--- src/rtl/fp8_pack_stream.sv ---
// Multi-lane two-stage FP32 -> FP8 packer with a valid/ready stream interface.
// Per-beat rounding/overflow modes, per-lane saturation flags and a saturating event counter.
module fp8_pack_stream #(
    parameter int unsigned LANES = 4,
    parameter int unsigned E     = 4,
    parameter int unsigned M     = 3,
    parameter int unsigned BIAS  = (1 << (E - 1)) - 1,
    parameter int unsigned CNT_W = 16
) (
    input  logic                clk_i,
    input  logic                rst_ni,
    input  logic                in_valid_i,
    output logic                in_ready_o,
    input  logic [32*LANES-1:0] in_data_i,
    input  logic                rnd_mode_i,
    input  logic                ovf_mode_i,
    output logic                out_valid_o,
    input  logic                out_ready_i,
    output logic [8*LANES-1:0]  out_data_o,
    output logic [LANES-1:0]    out_sat_o,
    output logic [CNT_W-1:0]    sat_cnt_o,
    input  logic                sat_clr_i
);

    localparam int unsigned REM_W   = 23 - M;
    localparam int unsigned EW      = 10;
    localparam int unsigned EXP_TOP = (1 << E) - 1;
    localparam int unsigned POP_W   = $clog2(LANES + 1);
    localparam int unsigned SUM_W   = CNT_W + POP_W;

    logic adv;
    logic s1_cap;
    logic s2_load;
    logic s1_valid_d, s1_valid_q;
    logic s2_valid_d, s2_valid_q;
    logic rnd_d, rnd_q;
    logic ovf_d, ovf_q;

    logic [LANES-1:0][7:0] conv_byte;
    logic [LANES-1:0]      conv_sat;
    logic [LANES-1:0][7:0] s2_data_d, s2_data_q;
    logic [LANES-1:0]      s2_sat_d, s2_sat_q;

    logic [POP_W-1:0] pop;
    logic [SUM_W-1:0] cnt_sum;
    logic [CNT_W-1:0] cnt_d, cnt_q;

    // Both stages advance together whenever the output slot is free or being drained
    always_comb begin
        adv        = !s2_valid_q || out_ready_i;
        s1_cap     = adv && in_valid_i;
        s2_load    = adv && s1_valid_q;
        s1_valid_d = adv ? in_valid_i : s1_valid_q;
        s2_valid_d = adv ? s1_valid_q : s2_valid_q;
        rnd_d      = s1_cap ? rnd_mode_i : rnd_q;
        ovf_d      = s1_cap ? ovf_mode_i : ovf_q;
        s2_data_d  = s2_load ? conv_byte : s2_data_q;
        s2_sat_d   = s2_load ? conv_sat : s2_sat_q;
    end

    // Saturating count of flagged lanes; clear wins over a same-cycle delivery
    always_comb begin
        pop = '0;
        for (int i = 0; i < LANES; i++) begin
            pop = pop + POP_W'(s2_sat_q[i]);
        end
        cnt_sum = SUM_W'(cnt_q) + SUM_W'(pop);
        cnt_d   = cnt_q;
        if (s2_valid_q && out_ready_i) begin
            cnt_d = (cnt_sum > SUM_W'({CNT_W{1'b1}})) ? '1 : cnt_sum[CNT_W-1:0];
        end
        if (sat_clr_i) begin
            cnt_d = '0;
        end
    end

    always_ff @(posedge clk_i) begin
        if (!rst_ni) begin
            s1_valid_q <= 1'b0;
            s2_valid_q <= 1'b0;
            rnd_q      <= 1'b0;
            ovf_q      <= 1'b0;
            s2_data_q  <= '0;
            s2_sat_q   <= '0;
            cnt_q      <= '0;
        end else begin
            s1_valid_q <= s1_valid_d;
            s2_valid_q <= s2_valid_d;
            rnd_q      <= rnd_d;
            ovf_q      <= ovf_d;
            s2_data_q  <= s2_data_d;
            s2_sat_q   <= s2_sat_d;
            cnt_q      <= cnt_d;
        end
    end

    for (genvar k = 0; k < LANES; k++) begin : g_lane
        logic [31:0]   w;
        logic [7:0]    e32;
        logic [23:0]   sig;
        logic [31:0]   wide;
        logic [EW-1:0] e8_new;
        logic [EW-1:0] sh_full;
        logic [4:0]    sh;
        logic [M:0]    shd;
        logic          sub_new;
        logic [M:0]    kept_new;
        logic          guard_new;
        logic          sticky_new;

        logic          sign_d, sign_q;
        logic          nan_d, nan_q;
        logic          inf_d, inf_q;
        logic          sub_d, sub_q;
        logic [EW-1:0] e8_d, e8_q;
        logic [M:0]    kept_d, kept_q;
        logic          guard_d, guard_q;
        logic          sticky_d, sticky_q;

        logic          up;
        logic [M+1:0]  sum;
        logic [EW-1:0] e_rnd;
        logic [E-1:0]  exp_r;
        logic [M-1:0]  man_r;
        logic          sat_r;

        // S1: classify and split the significand into kept bits, guard and sticky
        always_comb begin
            w       = in_data_i[32*k +: 32];
            e32     = w[30:23];
            sig     = {(e32 != 8'd0), w[22:0]};
            e8_new  = EW'({2'b00, (e32 == 8'd0) ? 8'd1 : e32}) - EW'(127 - BIAS);
            sub_new = e8_new[EW-1] || (e8_new == '0);
            sh_full = EW'(23 - M) - e8_new;
            if (sh_full[EW-1]) begin
                sh = '0;
            end else if (|sh_full[EW-2:5]) begin
                sh = 5'd31;
            end else begin
                sh = sh_full[4:0];
            end
            wide = {8'd0, sig};
            shd  = (M+1)'(wide >> sh);
            if (sub_new) begin
                kept_new   = {1'b0, shd[M:1]};
                guard_new  = shd[0];
                sticky_new = |(wide & ((32'd1 << sh) - 32'd1));
            end else begin
                kept_new   = sig[23 -: (M+1)];
                guard_new  = sig[REM_W-1];
                sticky_new = |sig[REM_W-2:0];
            end

            sign_d   = sign_q;
            nan_d    = nan_q;
            inf_d    = inf_q;
            sub_d    = sub_q;
            e8_d     = e8_q;
            kept_d   = kept_q;
            guard_d  = guard_q;
            sticky_d = sticky_q;
            if (s1_cap) begin
                sign_d   = w[31];
                nan_d    = (e32 == 8'hFF) && (w[22:0] != 23'd0);
                inf_d    = (e32 == 8'hFF) && (w[22:0] == 23'd0);
                sub_d    = sub_new;
                e8_d     = e8_new;
                kept_d   = kept_new;
                guard_d  = guard_new;
                sticky_d = sticky_new;
            end
        end

        always_ff @(posedge clk_i) begin
            if (!rst_ni) begin
                sign_q   <= 1'b0;
                nan_q    <= 1'b0;
                inf_q    <= 1'b0;
                sub_q    <= 1'b0;
                e8_q     <= '0;
                kept_q   <= '0;
                guard_q  <= 1'b0;
                sticky_q <= 1'b0;
            end else begin
                sign_q   <= sign_d;
                nan_q    <= nan_d;
                inf_q    <= inf_d;
                sub_q    <= sub_d;
                e8_q     <= e8_d;
                kept_q   <= kept_d;
                guard_q  <= guard_d;
                sticky_q <= sticky_d;
            end
        end

        // Rounding; a subnormal carry into bit M lands exactly on the smallest normal
        always_comb begin
            up    = !rnd_q && guard_q && (sticky_q || kept_q[0]);
            sum   = (M+2)'(kept_q) + (M+2)'(up);
            e_rnd = e8_q + EW'(sum[M+1]);
            exp_r = '0;
            man_r = '0;
            sat_r = 1'b0;
            if (nan_q) begin
                exp_r = '1;
                man_r = M'(1);
            end else if (inf_q) begin
                exp_r = '1;
            end else if (sub_q) begin
                exp_r = E'(sum[M]);
                man_r = sum[M-1:0];
            end else if (e_rnd >= EW'(EXP_TOP)) begin
                sat_r = 1'b1;
                if (rnd_q || !ovf_q) begin
                    exp_r = E'(EXP_TOP - 1);
                    man_r = '1;
                end else begin
                    exp_r = '1;
                end
            end else begin
                exp_r = e_rnd[E-1:0];
                man_r = sum[M+1] ? '0 : sum[M-1:0];
            end
        end

        assign conv_byte[k] = {sign_q, exp_r, man_r};
        assign conv_sat[k]  = sat_r;
    end

    assign in_ready_o  = adv;
    assign out_valid_o = s2_valid_q;
    assign out_data_o  = s2_data_q;
    assign out_sat_o   = s2_sat_q;
    assign sat_cnt_o   = cnt_q;

endmodule

--- config.mk ---
export PLATFORM = sky130hd
export DESIGN_NAME = fp8_pack_stream
export DESIGN_NICKNAME = d
export VERILOG_FILES = /design/src/rtl/fp8_pack_stream.sv
export SDC_FILE = /design/constraint.sdc
export NUM_CORES = 1
export LEC_CHECK = 0
export BUFFER_PORTS_ARGS = -buffer_cell sky130_fd_sc_hd__buf_2
export CORE_MARGIN = 4
export CORE_UTILIZATION = 51
export CTS_CLUSTER_DIAMETER = 120
export DETAILED_ROUTE_END_ITERATION = 10
export PLACE_DENSITY = 0.74
export SLEW_MARGIN = 20
export SYNTH_ARGS = -nofsm -noshare
export SYNTH_HDL_FRONTEND = slang
export SYNTH_SLANG_ARGS = --single-unit
export TNS_END_PERCENT = 20
--- constraint.sdc ---
create_clock -name clk_i -period 5.55 [get_ports clk_i]
set_clock_uncertainty 0.05 [all_clocks]
set_input_delay 0.555 -clock clk_i [delete_from_list [all_inputs] [get_ports clk_i]]
set_output_delay 0.555 -clock clk_i [all_outputs]
set_load 0.1 [all_outputs]
Word-level counts from Yosys, hierarchy flattened --
Index checks and enable logic that the tools add are counted.
Operators by class: add/subtract/negate cells 24, $lt $le $gt $ge 5, equality and inequality tests 4, shifts and indexed selects 8, muxes and demuxes 79, bitwise operators 5, reductions and logical operators 65
Operator list (number):
- $and A24 B32 Y32 | 4
- $reduce_or A32 Y1 | 4
- $shl A1 B5 Y32 const A | 4
- $sub A32 B1 Y32 const B | 4
- $shr A24 B5 Y4 | 4
- $logic_not A23 Y1 | 4
- $reduce_bool A23 Y1 | 4
- $mux W4 | 20
- $reduce_or A19 Y1 | 4
- $mux W3 | 21
- $add A10 B1 Y10 | 4
- $ge A10 B4 Y1 const B | 4
- $logic_not A10 Y1 | 4
- $mux W5 | 8
- $sub A6 B9 Y10 const A | 4
- $sub A8 B7 Y9 const B | 4
- $eq A8 B8 Y1 const B | 4
- $logic_not A8 Y1 | 4
- $mux W8 | 4
- $reduce_bool A8 Y1 | 4
- $mux W1 | 25
- $add A4 B1 Y5 | 4
- $logic_and A1 B1 Y1 | 19
- $add A16 B3 Y17 | 1
- 10 further kinds | 24
Word-level totals: bits in registers 132, input port bits 135, output and inout bits 54, logic and storage cells 232

Depth between registers and ports, before layout --
Gate-level depths: netlist (run 1).
depth after elaboration 12, mapped depth 21, depth with buffers taken out 17

Worst setup path before layout (run 1) --
No wires, ideal clock.
kind in2reg, start input in_data_i[122], end register g_lane[3].sticky_q, setup time 0.115 ns, data arrival time 4.961 ns, data required time 5.385 ns, slack 0.424 ns, stages on the path 19, path buffers 4, cell sequence buf_4 -> nor4_1 -> a21o_1 -> clkinv_1 -> ha_1 -> and3b_1 -> clkbuf_1 -> mux2i_1 -> o31a_1 -> buf_2 -> nor2_1 -> a31oi_1 -> ha_1 -> clkbuf_1 -> a21boi_0 -> xnor2_1 -> a2111oi_0 -> o2111ai_1 -> o21a_1
Between the ends: word-level cells in the longest chain between the ends 12, elaborated cells between the ends (all ways) 15, those cells by class add/sub: 3; shift: 1; mux: 4; bitwise: 1; reduce/logical: 6
RTL lines:
- start: declaration | RTL line 14 | input logic [32*LANES-1:0] in_data_i,
- $logic_not A8 Y1 | RTL line 132 | e8_new = EW'({2'b00, (e32 == 8'd0) ? 8'd1 : e32}) - EW'(127 - BIAS);
- $mux W8 | RTL line 132
- $sub A8 B7 Y9 | RTL line 132
- $sub A6 B9 Y10 | RTL line 134 | sh_full = EW'(23 - M) - e8_new;
- $reduce_or A4 Y1 | RTL line 137 | end else if (|sh_full[EW-2:5]) begin
- $mux W5 | RTL line 137
- $mux W5 | RTL line 135 | if (sh_full[EW-1]) begin
- $shl A1 B5 Y32 | RTL line 147 | sticky_new = |(wide & ((32'd1 << sh) - 32'd1));
- $sub A32 B1 Y32 | RTL line 147
- $and A24 B32 Y32 | RTL line 147
- $reduce_or A32 Y1 | RTL line 147
- $mux W1 * | RTL line 144 | if (sub_new) begin
- end signal: assignment | RTL line 192 | sticky_q <= sticky_d;
- end: declaration | RTL line 118 | logic sticky_d, sticky_q;
Every way passes the cells marked *; elsewhere a longest branch is shown, timed or not. A chain may end at the register's enable or synchronous reset.

Worst setup path in the final report (run 1) --
start input in_data_i[126], end register g_lane[3].sticky_q
The elaborated chain is that of the path after synthesis.

==> results_dict.tcl, run 1 <==
set metrics [dict create \
    drt_iter0_markers 1351 \
    antenna_found_initial 0 \
    cts_tree "yes" \
    yosysUniqueCellTypes 91 \
    avgRoutedWirePerCell_um 18.9 \
    hold_viol 0 \
    syn-num-nets 1724 \
    grt_max_degree 120 \
    drive_gt1_share_pct 15.9 \
    place_hpwl_um 27400 \
    firstDrtPassIters 5 \
    die-area_um2 24800 \
    remaining_drc_errors 0 \
    die_height_um 157 \
    clock_sink_count 132 \
    relSlewSlack_pct 27.0 \
    ir_drop_v 0.000176 \
    initial_utilization_pct 52.0 \
    fp.dieW_um 157 \
    gp_congestion 0.993 \
    status "complete, no violations" \
    totalNegativeSetupSlack_ns 0 \
    grt_pass1_wl_um 59600 \
    insertion_delay_ns 0.42 \
    critPathCapture "g_lane[3].sticky_q$_SDFFE_PN0P_" \
    synth_top_area_share_pct 23.2 \
    r2r_cells 15 \
    core_area_um2 21900 \
    crit_start "in_data_i[126]" \
    ys_top_cells_by_area "dfxtp_1, nand2_1, a21oi_1, o21ai_0, nor2_1" \
    crit_type "in -> reg" \
    worst_pin_slew_ns 1.09 \
    diodes 0 \
    drv_slew 0 \
    ys_ff_latch 132 \
    vias 12757 \
    yosys.area.top_type "dfxtp_1" \
    portBuffers 188 \
    synth_area_um2 11400 \
    rsz0062_at_grt "false" \
    hp-class "in -> reg" \
    regToRegSetupSlack_ns 1.80 \
    final_common_cell "buf_2" \
    fill_cells 2096 \
    ant_nets 0 \
    reg2reg_to "out_data_o[0]$_SDFFE_PN0P_" \
    cts.reportedPaths.clkPinSlew_ns 0.07 \
    max_freq_ghz 0.204 \
    post-cts-setup-buffers 0 \
    grtUsageTotal_pct 28.9 \
    ys_async_sr_fraction_pct 0 \
    power_w 0.00312 \
    ios 189 \
    cp-end-kind "flop" \
    cts_made_buffers 17 \
    grt_pass1_vias 11684 \
    worst_ep_required_time_ns 5.82 \
    holdBufCountCts 0 \
    syn_area_per_cell_um2 7.27 \
    htree_levels 4 \
    powerDensity_nw_per_um2 241 \
    dpl_cell_area_um2 12300 \
    cts-resized-gates 0 \
    grt_overflow 0 \
    multi_input_comb_area_um2 8140 \
    max-cap-violations 0 \
    seq_area_um2 2640 \
    start_kind "primary input" \
    min_period_ns 4.91 \
    r2r_start "rnd_q$_SDFFE_PN0P_" \
    ys_seq_area_share_pct 23.2 \
    synthCells 1564 \
    critPathMaxFanout 24 \
    root_buffer "clkbuf_16" \
    fin_crit_sh_pct 88.4 \
    finalWirelength_um 37300 \
    final_cell_mix "buf_2, nand2_1, dfxtp_1, a21oi_1, nor2_1" \
    fin_area_um2 12900 \
    ys_warn_count 0 \
    p_leak_nw 5.31 \
    synth_edf_count 0 \
    final_nets 1835 \
    setup_viol 0 \
    vias_per_cell 6.49 \
    critPathArrivalTime_ns 5.18 \
    max-clock-path-buffers 2 \
    syn_to_final_growth_pct 13.8 \
    ys.flop_type "dfxtp_1" \
    rows 54 \
]
## per-stage QoR
step           setup slack, ns  hold WS (ns)  instances  util, %
2_1_floorplan            0.424         0.388       1564        -
3_3_place_gp             0.558         0.403       1936     56.3
3_5_place_dp             0.351         0.411       1936     56.3
4_1_cts                  0.778         0.326       1967     59.2
5_1_grt                  0.369         0.345       1967     59.2
6_report                 0.644         0.333       1967     59.2
## sequential cells by signal, summed over array words and instances (netlist names), 4 cells and up
name and cells:
g_lane.nan_q 4, g_lane.sticky_q 4, out_data_o 32, g_lane.guard_q 4, g_lane.sub_q 4, g_lane.kept_q 16, g_lane.e8_q 36, g_lane.sign_q 4
g_lane.inf_q 4, out_sat_o 4, sat_cnt_o 16
## per-layer routing
layer  wire length [µm]  global-route usage [%]
met1              15900                    38.9
met2              17300                    47.3
met3               3210                    4.81
met4                839                    9.55
met5                  0                       0
## synthesized netlist by cell type, types with 32 or more instances
cell type	n
nand2_1	182
dfxtp_1	132
a21oi_1	120
nor2_1	119
o21ai_0	100
clkbuf_1	71
nand3_1	56
nor3_1	50
nor4_1	39
a21boi_0	35
mux2i_1	35
inv_1	34
nor2b_1	32
xnor2_1	32
## worst min-delay path by stage
stage | start | endpoint | slack, ns | depth (start not counted)
2_1_floorplan | g_lane[0].sticky_q$_SDFFE_PN0P_ | g_lane[0].sticky_q$_SDFFE_PN0P_ | 0.39 | 2
6_report | in_data_i[31] | g_lane[0].sign_q$_SDFFE_PN0P_ | 0.33 | 3
3_3_place_gp | g_lane[3].sign_q$_SDFFE_PN0P_ | out_data_o[31]$_SDFFE_PN0P_ | 0.40 | 2
4_1_cts | in_data_i[63] | g_lane[1].sign_q$_SDFFE_PN0P_ | 0.33 | 3
5_1_grt | in_data_i[127] | g_lane[3].sign_q$_SDFFE_PN0P_ | 0.34 | 3
3_5_place_dp | ovf_q$_SDFFE_PN0P_ | ovf_q$_SDFFE_PN0P_ | 0.41 | 2
## area by class of cell
class                      instances  area share [%]
multi-input combinational       1285            62.9
clock buffer                      19            3.42
sequential                       132            20.4
tap                              280            2.71
timing repair buffer             203            8.15
clock inverter                    12            1.38
inverter                          36            1.04
## cell families after synthesis
| logic type | share of synthesized area [%] |
|---|---|
| AO/OA/AOI/OAI | 31.7 |
| XOR/XNOR | 4.53 |
| adder cells (fa/ha/maj) | 3.04 |
| buffers and inverters | 5.21 |
| flip-flops | 23.2 |
| multiplexers | 3.67 |
| AND/OR/NAND/NOR | 28.6 |
## worst max-delay path, stage by stage
cell and delay, ns:
buf_2 0.23, nor4_1 0.39, a21o_1 0.19, clkinv_1 0.08
ha_1 0.27, and3b_1 0.40, mux2i_1 0.37, o31a_1 0.44
nor2_1 0.19, a31oi_1 0.20, ha_1 0.33, a21boi_0 0.53
xnor2_1 0.14, a2111oi_0 0.48, o2111ai_1 0.18, o21a_1 0.19
## report_power, final
| group | switching (W) | total, W | internal [W] |
|---|---|---|---|
| clock network | 0.000427 | 0.00119 | 0.000761 |
| logic | 0.000601 | 0.000874 | 0.000273 |
| registers | 0.0000471 | 0.00105 | 0.00101 |
Note: power is estimated with default switching activity, not from simulation.
==> run 2, diff against run 1 <==
--- a/config.mk
+++ b/config.mk
@@ -8,6 +8,7 @@
 export BUFFER_PORTS_ARGS = -buffer_cell sky130_fd_sc_hd__buf_2
 export CORE_MARGIN = 4
 export CORE_UTILIZATION = 51
+export CTS_BUF_LIST = sky130_fd_sc_hd__clkbuf_8
 export CTS_CLUSTER_DIAMETER = 120
 export DETAILED_ROUTE_END_ITERATION = 10
 export PLACE_DENSITY = 0.74
==> run 2 against run 1 <==
Compared with the run above: worst hold slack got worse by 0.040 ns; critical path type unchanged; global-route usage decreased by 0.14 points; utilization decreased by 0.87 points; critical endpoint unchanged.
==> results_dict.tcl, run 2 (synthesized netlist as in run 1, its figures left out) <==
set metrics [dict create \
    status "complete, no violations" \
    p_sw_share_pct 37.0 \
    largest_register_ffs 36 \
    cts_tree "yes" \
    r2r_cells 15 \
    fill_cells 2117 \
    final_cell_mix "buf_2, nand2_1, dfxtp_1, a21oi_1, nor2_1" \
    cp_slowest_cell "a21boi_0" \
    grtUsageTotal_pct 28.8 \
    crit_path_cell_trace "buf_2 > nor4_1 > a21o_1 > clkinv_1 > ha_1 > and3b_1 > mux2i_1 > o31a_1 > nor2_1 > a31oi_1 > ha_1 > a21boi_0 > xnor2_1 > a2111oi_0 > o2111ai_1 > o21a_1" \
    die-area_um2 24800 \
    final_common_cell "buf_2" \
    insertion_delay_ns 0.46 \
    grt_overflow 0 \
    syn_to_final_growth_pct 12.2 \
    start_kind "primary input" \
    grt_pass1_vias 11651 \
    vias_per_cell 6.46 \
    crit_cells 16 \
    place_ws_ns 0.351 \
    r2r_start "rnd_q$_SDFFE_PN0P_" \
    finalWirelength_um 37200 \
    drv_slew 0 \
    reg2reg_to "out_data_o[0]$_SDFFE_PN0P_" \
    ant_nets 0 \
    htree_levels 4 \
    portBuffers 188 \
    min_period_ns 4.87 \
    holdBufCountCts 0 \
    p_switching_w 0.00104 \
    worstPathBufferInverterCount 2 \
    max-cap-violations 0 \
    rsz0062_at_grt "false" \
    avgRoutedWirePerCell_um 18.9 \
    critical_path.top_delay_family "compound AO/OA/AOI/OAI gates" \
    cts_made_buffers 17 \
    final_nets 1835 \
    critPathMaxFanout 24 \
    cts.reportedPaths.clkPinSlew_ns 0.09 \
    critPathCapture "g_lane[3].sticky_q$_SDFFE_PN0P_" \
    setup_ws_ns 0.683 \
    setup_viol 0 \
    remaining_drc_errors 0 \
    firstDrtPassIters 6 \
    root_buffer "clkbuf_8" \
    core_area_um2 21900 \
    totalNegativeSetupSlack_ns 0 \
    worst_pin_slew_ns 1.06 \
    cp_slowest_stage_delay_ns 0.53 \
    multi_input_comb_area_um2 8140 \
    cts-resized-gates 0 \
    regToRegSetupSlack_ns 1.82 \
    max_freq_ghz 0.205 \
    max-clock-path-buffers 2 \
    diodes 0 \
    hold_viol 0 \
    gp_congestion 0.993 \
    grt_max_degree 120 \
    die_height_um 157 \
    ir_drop_v 0.000127 \
    clock_sink_count 132 \
    combPwrFrac_pct 31.0 \
    crit_start "in_data_i[126]" \
    crit_type "in -> reg" \
    ios 189 \
    seqPwrFrac_pct 37.3 \
    worst_ep_required_time_ns 5.87 \
    p_leak_nw 5.22 \
    fin_crit_sh_pct 87.7 \
    fp.dieW_um 157 \
    rows 54 \
    grt_pass1_wl_um 59300 \
    cp-end-kind "flop" \
    top_register "g_lane.e8_q" \
    drt_iter0_markers 1356 \
    drive_gt1_share_pct 15.9 \
    vias 12713 \
    post-cts-setup-buffers 0 \
    relSlewSlack_pct 29.1 \
    hp-class "in -> reg" \
    power_frac_clock_pct 31.7 \
    cpMostUsedCell "ha_1" \
    initial_utilization_pct 52.0 \
    antenna_found_initial 0 \
    powerDensity_nw_per_um2 221 \
    seq_area_um2 2640 \
    internal_power_w 0.00177 \
    critPathArrivalTime_ns 5.19 \
    place_hpwl_um 27400 \
]
==> run 2: worst reg2reg max path: stages, from the launching register on <==
cell      delay [ns]
dfxtp_1         0.58
nor3b_1         0.11
ha_1            0.23
ha_1            0.22
nand3_1         0.11
inv_1           0.06
ha_1            0.21
ha_1            0.21
and3_1          0.20
or3_1           0.31
a221oi_1        0.61
nor2_1          0.16
nand2_1         0.14
a21oi_1         0.08
nor3_1          0.25
nor2_1          0.08
==> run 2: worst min-delay path by stage <==
| stage | start | end | slack (ns) | cells after the start |
|---|---|---|---|---|
| 2_1_floorplan | g_lane[0].sticky_q$_SDFFE_PN0P_ | g_lane[0].sticky_q$_SDFFE_PN0P_ | 0.39 | 2 |
| 3_3_place_gp | g_lane[3].sign_q$_SDFFE_PN0P_ | out_data_o[31]$_SDFFE_PN0P_ | 0.40 | 2 |
| 3_5_place_dp | ovf_q$_SDFFE_PN0P_ | ovf_q$_SDFFE_PN0P_ | 0.41 | 2 |
| 4_1_cts | in_data_i[63] | g_lane[1].sign_q$_SDFFE_PN0P_ | 0.28 | 3 |
| 5_1_grt | in_data_i[127] | g_lane[3].sign_q$_SDFFE_PN0P_ | 0.30 | 3 |
| 6_report | in_data_i[95] | g_lane[2].sign_q$_SDFFE_PN0P_ | 0.29 | 3 |
==> run 2: metal layers <==
layer | GRT usage, % | routed length [µm]
met1 | 39.0 | 16200
met3 | 5.31 | 3220
met4 | 8.52 | 819
met2 | 46.8 | 17000
met5 | 0 | 0
==> run 2: metrics by stage <==
step	util, %	power, W	instances	area (µm²)	hold slack [ns]
finish	58.3	0.00282	1967	12800	0.293
global route	58.3	0.00295	1967	12800	0.295
CTS	58.3	0.00282	1967	12800	0.280
detailed placement	56.3	0.00193	1936	12300	0.411
global placement	56.3	0.00192	1936	12300	0.403
floorplan	-	0.00169	1564	11400	0.388
==> run 2: final cells by class <==
cell class              instances  area share (%)
multi-input cells            1285            63.8
clock inverters                13            1.43
inverters                      36            1.06
repair buffers                203            8.28
flip-flops and latches        132            20.7
well taps                     280            2.75
clock buffers                  18            1.94
==> run 2: power groups by stage <==
| stage | Combinational, W | Sequential [W] | Clock [W] |
|---|---|---|---|
| floorplan | 0.000487 | 0.00120 | 0 |
| global placement | 0.000851 | 0.00107 | 0 |
| detailed placement | 0.000857 | 0.00107 | 0 |
| CTS | 0.000861 | 0.00105 | 0.000906 |
| global route | 0.000948 | 0.00106 | 0.000946 |
| finish | 0.000874 | 0.00105 | 0.000893 |
